[config.mk]
export PLATFORM = sky130hd
export DESIGN_NAME = fetch_stage
export DESIGN_NICKNAME = d
export VERILOG_FILES = /design/src/rtl/riscv_pkg.sv /design/src/rtl/fetch_fifo.sv /design/src/rtl/fetch_stage.sv
export SDC_FILE = /design/constraint.sdc
export NUM_CORES = 1
export LEC_CHECK = 0
export CAP_MARGIN = 40
export CORE_ASPECT_RATIO = 0.75
export CORE_MARGIN = 2
export CORE_UTILIZATION = 65
export CTS_CLUSTER_DIAMETER = 40
export CTS_CLUSTER_SIZE = 30
export DETAILED_ROUTE_END_ITERATION = 10
export DONT_BUFFER_PORTS = 1
export PLACE_DENSITY = 0.81
export SLEW_MARGIN = 20
export SYNTH_ARGS = -nofsm -noshare
export SYNTH_HDL_FRONTEND = slang
export SYNTH_SLANG_ARGS = --single-unit
[constraint.sdc]
create_clock -name clk -period 7 [get_ports clk]
set_clock_uncertainty 0.2 [all_clocks]
set_input_delay 1.4 -clock clk [delete_from_list [all_inputs] [get_ports clk]]
set_output_delay 1.4 -clock clk [all_outputs]
set_load 0.05 [all_outputs]
[src/rtl/riscv_pkg.sv]
// rtl/riscv_pkg.sv - shared RV32 constants: datapath width, major opcodes, canonical NOP
package riscv_pkg;

  localparam int XLEN = 32;

  localparam logic [6:0] LOAD   = 7'b0000011;
  localparam logic [6:0] STORE  = 7'b0100011;
  localparam logic [6:0] OP     = 7'b0110011;
  localparam logic [6:0] OP_IMM = 7'b0010011;
  localparam logic [6:0] BRANCH = 7'b1100011;
  localparam logic [6:0] JAL    = 7'b1101111;
  localparam logic [6:0] JALR   = 7'b1100111;

  localparam logic [31:0] NOP_INSTR = 32'h0000_0013;

endpackage

[src/rtl/fetch_fifo.sv]
// rtl/fetch_fifo.sv - 2-entry synchronous FIFO; entry 0 is always the head
module fetch_fifo #(
  parameter int WIDTH = 64
) (
  input  logic             clk,
  input  logic             reset,
  input  logic             push,
  input  logic             pop,
  input  logic             flush,
  input  logic [WIDTH-1:0] wdata,
  output logic [WIDTH-1:0] rdata,
  output logic [1:0]       occ
);

  logic [WIDTH-1:0] e0;
  logic [WIDTH-1:0] e1;
  logic             pop_ok;

  assign pop_ok = pop & (occ != 2'd0);
  assign rdata  = e0;

  always_ff @(posedge clk) begin
    if (reset) begin
      occ <= 2'd0;
      e0  <= '0;
      e1  <= '0;
    end else if (flush) begin
      occ <= 2'd0;
    end else begin
      case ({push, pop_ok})
        2'b10: begin
          if (occ == 2'd0) e0 <= wdata;
          else             e1 <= wdata;
          occ <= occ + 2'd1;
        end
        2'b01: begin
          e0  <= e1;
          occ <= occ - 2'd1;
        end
        2'b11: begin
          // occ unchanged; the new word lands behind whatever remains
          if (occ == 2'd1) begin
            e0 <= wdata;
          end else begin
            e0 <= e1;
            e1 <= wdata;
          end
        end
        default: ;
      endcase
    end
  end

  always_ff @(posedge clk) begin
    if (!reset) assert (!(push && !pop_ok && occ == 2'd2));
  end

endmodule

[src/rtl/fetch_stage.sv]
// rtl/fetch_stage.sv - RV32 instruction fetch: PC, one-outstanding imem issue, redirect/drop, 2-deep buffer
module fetch_stage #(
  parameter int             XLEN     = riscv_pkg::XLEN,
  parameter logic [XLEN-1:0] RESET_PC = '0
) (
  input  logic            clk,
  input  logic            reset,
  output logic            imem_req,
  output logic [XLEN-1:0] imem_addr,
  input  logic            imem_gnt,
  input  logic            imem_rvalid,
  input  logic [31:0]     imem_rdata,
  input  logic            redirect_valid,
  input  logic [XLEN-1:0] redirect_pc,
  output logic            if_valid,
  input  logic            id_ready,
  output logic [31:0]     if_instr,
  output logic [XLEN-1:0] if_pc,
  output logic [6:0]      if_opcode,
  output logic [2:0]      if_funct3
);

  logic [XLEN-1:0]    pc;
  logic [XLEN-1:0]    tag_pc;
  logic               outstanding;
  logic               drop;
  logic [1:0]         occ;
  logic               pop;
  logic               push;
  logic               grant;
  logic               accept_rsp;
  logic               pending;
  logic [2:0]         occ_next;
  logic [2:0]         slots;
  logic [32+XLEN-1:0] head;

  assign pop        = if_valid & id_ready;
  assign accept_rsp = imem_rvalid & !drop;
  assign push       = accept_rsp & !redirect_valid;
  assign pending    = outstanding & !imem_rvalid;
  assign occ_next   = {1'b0, occ} - {2'b0, pop} + {2'b0, accept_rsp};
  // A word still in flight already owns a FIFO slot
  assign slots      = occ_next + {2'b0, pending};
  assign imem_req   = !reset & !redirect_valid & (slots < 3'd2);
  assign imem_addr  = pc;
  assign grant      = imem_req & imem_gnt;

  always_ff @(posedge clk) begin
    if (reset) begin
      pc          <= RESET_PC;
      tag_pc      <= '0;
      outstanding <= 1'b0;
      drop        <= 1'b0;
    end else if (redirect_valid) begin
      pc <= {redirect_pc[XLEN-1:2], 2'b00};
      if (imem_rvalid) begin
        outstanding <= 1'b0;
        drop        <= 1'b0;
      end else if (outstanding) begin
        drop <= 1'b1;
      end
    end else begin
      if (grant) begin
        pc          <= pc + XLEN'(4);
        tag_pc      <= pc;
        outstanding <= 1'b1;
      end else if (imem_rvalid) begin
        outstanding <= 1'b0;
      end
      if (imem_rvalid && drop) drop <= 1'b0;
    end
  end

  fetch_fifo #(.WIDTH(32 + XLEN)) u_fifo (
    .clk   (clk),
    .reset (reset),
    .push  (push),
    .pop   (pop),
    .flush (redirect_valid),
    .wdata ({imem_rdata, tag_pc}),
    .rdata (head),
    .occ   (occ)
  );

  assign if_valid  = (occ != 2'd0);
  assign if_instr  = head[32+XLEN-1:XLEN];
  assign if_pc     = head[XLEN-1:0];
  assign if_opcode = if_instr[6:0];
  assign if_funct3 = if_instr[14:12];

endmodule

==> flow_metrics.env <==
export IMPL_status="finished, final reports clean"
export IMPL_cts_tree="done"
export IMPL_p_leak_nw=2.91
export IMPL_die_h_um=100
export IMPL_synthSimpleGateAreaFrac=0.200
export IMPL_critPathRequiredTime_ns=5.40
export IMPL_dieArea_um2=13200
export IMPL_setup_slack_ns=1.74
export IMPL_dp_cells=1071
export IMPL_cts_resized_gates=0
export IMPL_cap_viol_max_count=0
export IMPL_antenna_left=0
export IMPL_peakVddDrop_mv=0.171
export IMPL_power_density_nw_per_um2=292
export IMPL_reg2regPathDepth=14
export IMPL_cts_root_buf="clkbuf_16"
export IMPL_htree_num_levels=4
export IMPL_r2r_start="u_fifo.occ[0]"
export IMPL_num_io_pins=178
export IMPL_muxShareOfSynthArea=0.00329
export IMPL_worstPathCellList="nor2b_1, ha_1, inv_1, ha_1, a21o_1, fa_1, xor2_1, nor4b_2, buf_4"
export IMPL_min_path_cells=2
export IMPL_fin_cells=1107
export IMPL_grt_pass1_wl_mm=31.4
export IMPL_netlist_instances=980
export IMPL_cts_buffers=17
export IMPL_slowest_delay_ns=0.38
export IMPL_final_common_cell="nand2_1"
export IMPL_dp_hpwl_mm=12.9
export IMPL_firstDrtPassIters=5
export IMPL_die_width_um=132
export IMPL_cp_max_fo=6
export IMPL_hold_buffers=0
export IMPL_worstMarginPinSlew_ns=0.873
export IMPL_rows=35
export IMPL_finalSetupViolations=0
export IMPL_cp_data_arrival_time_ns=3.66
export IMPL_async_flop_share=0
export IMPL_hold_viol=0
export IMPL_cpMostUsedCell="ha_1"
export IMPL_antenna_found_initial=3
export IMPL_setup_worst_path_class="input pin to primary output"
export IMPL_core_um2=12100
export IMPL_seq_area_frac_synth=0.471
export IMPL_grt_max_degree=188
export IMPL_dr_first_iter_drc_count=710
export IMPL_worstHoldStart="u_fifo.e1[60]"
export IMPL_rsz0062_at_grt="false"
export IMPL_synth_distinct_cells=53
export IMPL_period_share=0.751
export IMPL_area_growth_pct=7.91
export IMPL_fmax_mhz=190
export IMPL_max_slew_margin_rel=0.417
export IMPL_rr_endpoint="imem_addr[16]"
export IMPL_reg2reg_slack_ns=2.80
export IMPL_cts_buffer_depth=2
export IMPL_timing_critical_path_from_type="input pin"
export IMPL_fin_nets=1005
export IMPL_slew_violations=0
export IMPL_layout_common_cells="210 x nand2_1, 188 x dfxtp_1, 118 x a21oi_1"
export IMPL_grt_overflow=0
export IMPL_synth_top_family_by_area="compound AO/OA/AOI/OAI gates"
export IMPL_grt_pass1_vias=6110
export IMPL_port_buffers=0
export IMPL_clock_latency_ns=0.43
export IMPL_setup_tns_ns=0
export IMPL_min_period_ns=5.26
export IMPL_via_count=6826
export IMPL_synth_fa_ha_area_frac=0.0150
export IMPL_synth_edf_count=0
export IMPL_synth_xor_area_share=0.0142
export IMPL_synth_compound_area_frac=0.232
export IMPL_synthesis_area_um2=7990
export IMPL_cts_clk_slew_worst_paths_ns=0.07
export IMPL_cts_sinks=188
export IMPL_slowest_stage="fa_1"
export IMPL_vias_per_cell=6.17
export IMPL_drt_total_wl_mm=20.1
export IMPL_drc=0
export IMPL_synth_yosys_warnings=0
export IMPL_detail_route_wl_per_cell_um=18.1
export IMPL_min_path_type="flip-flop to flip-flop"
export IMPL_worst_hold_path_endpoint="u_fifo.e1[60]"
export IMPL_grt_usage=0.296
export IMPL_place_ws_ns=1.74
export IMPL_layout_drive_gt1_share=0.0756
export IMPL_initial_utilization=0.659
export IMPL_synth_seq_cells=188
export IMPL_ys_flop_type="dfxtp_1"
export IMPL_gp_congestion=0.918
export IMPL_avgSynthCellArea_um2=8.15
export IMPL_cts_setup_buffers=0
export IMPL_setup_worst_path_end_class="primary output"
## critical path: cells and delay by family
kind	cells	cell delay (ns)
AO/OA/AOI/OAI	1	0.18
buffers and inverters	2	0.30
adder cells (fa/ha/maj)	3	0.89
AND/OR/NAND/NOR	2	0.52
XOR/XNOR	1	0.38
## worst max path at each step
stage | from | endpoint | slack (ns) | cells past startpoint
3_5_place_dp | id_ready | imem_req | 1.74 | 9
5_1_grt | id_ready | imem_req | 1.57 | 9
3_3_place_gp | id_ready | imem_req | 1.89 | 9
6_report | id_ready | imem_req | 1.74 | 9
4_1_cts | id_ready | imem_req | 1.73 | 9
2_1_floorplan | imem_rvalid | imem_req | 0.84 | 8
## synth_stat cells (2+ instances only)
cell type | instances | area (um2)
nor3_1 | 7 | 35.0
buf_1 | 2 | 7.51
a21oi_1 | 119 | 596
a32oi_1 | 3 | 26.3
xor2_1 | 9 | 78.8
nor2_1 | 82 | 308
o21a_1 | 2 | 15.0
a22oi_1 | 63 | 473
nor2b_1 | 4 | 25.0
buf_2 | 14 | 70.1
inv_1 | 14 | 52.6
nand4_1 | 12 | 75.1
o21ai_0 | 10 | 50.1
a31oi_1 | 12 | 75.1
ha_1 | 8 | 100
and2_1 | 9 | 56.3
and3_1 | 5 | 31.3
nor4_1 | 4 | 25.0
and4_1 | 2 | 17.5
clkbuf_1 | 61 | 229
a221oi_1 | 2 | 17.5
a211oi_1 | 63 | 473
nand3_2 | 3 | 30.0
xnor2_1 | 4 | 35.0
nand4_2 | 2 | 25.0
nor3_2 | 2 | 20.0
a21o_1 | 3 | 22.5
nand3_1 | 13 | 65.1
dfxtp_1 | 188 | 3760
o22ai_1 | 6 | 37.5
nand2_1 | 211 | 792
or3_1 | 2 | 12.5
buf_4 | 19 | 143
## cell type report
| class | instances | area (um2) |
|---|---|---|
| clock buffers | 17 | 425 |
| diodes | 2 | 5.00 |
| multi-input cells | 684 | 3770 |
| fillers | 935 | 3510 |
| well taps | 166 | 208 |
| inverters | 14 | 52.6 |
| flip-flops and latches | 188 | 3760 |
| repair buffers | 21 | 223 |
| clock inverters | 15 | 175 |
## metrics by stage
step | utilization | hold slack (ns) | area, um2 | power [W]
after floorplan | - | 0.236 | 8000 | 0.00154
after global placement | 0.647 | 0.235 | 7850 | 0.00155
after detailed placement | 0.658 | 0.240 | 7980 | 0.00158
after CTS | 0.707 | 0.249 | 8580 | 0.00253
after global routing | 0.711 | 0.267 | 8620 | 0.00261
final | 0.711 | 0.254 | 8620 | 0.00252
## flip-flops by register name, indices dropped and copies added (netlist names)
signal / cells
u_fifo.e1: 62
outstanding: 1
imem_addr: 30
u_fifo.occ: 2
u_fifo.rdata: 62
drop: 1
tag_pc: 30
## layer usage
| metal | wire (um) | GRT usage |
|---|---|---|
| met5 | 13 | 0 |
| met1 | 8430 | 0.397 |
| met3 | 2110 | 0.0869 |
| met2 | 9280 | 0.468 |
| met4 | 213 | 0.0836 |
## power breakdown
group / total [W] / leakage (nW) / internal, W / switching [W]
sequential: 0.00133 / 1.53 / 0.00112 / 0.000202
combinational: 0.000236 / 1.09 / 0.0000839 / 0.000152
clock: 0.000958 / 0.291 / 0.000511 / 0.000447
## logic make-up after synthesis
family | after synthesis
buffers and inverters | 111
XOR/XNOR | 13
flip-flops | 188
other | 1
AND/OR/NAND/NOR | 365
AO/OA/AOI/OAI | 291
adder cells (fa/ha/maj) | 9
multiplexers | 2
(Power assumes the default switching activity.)
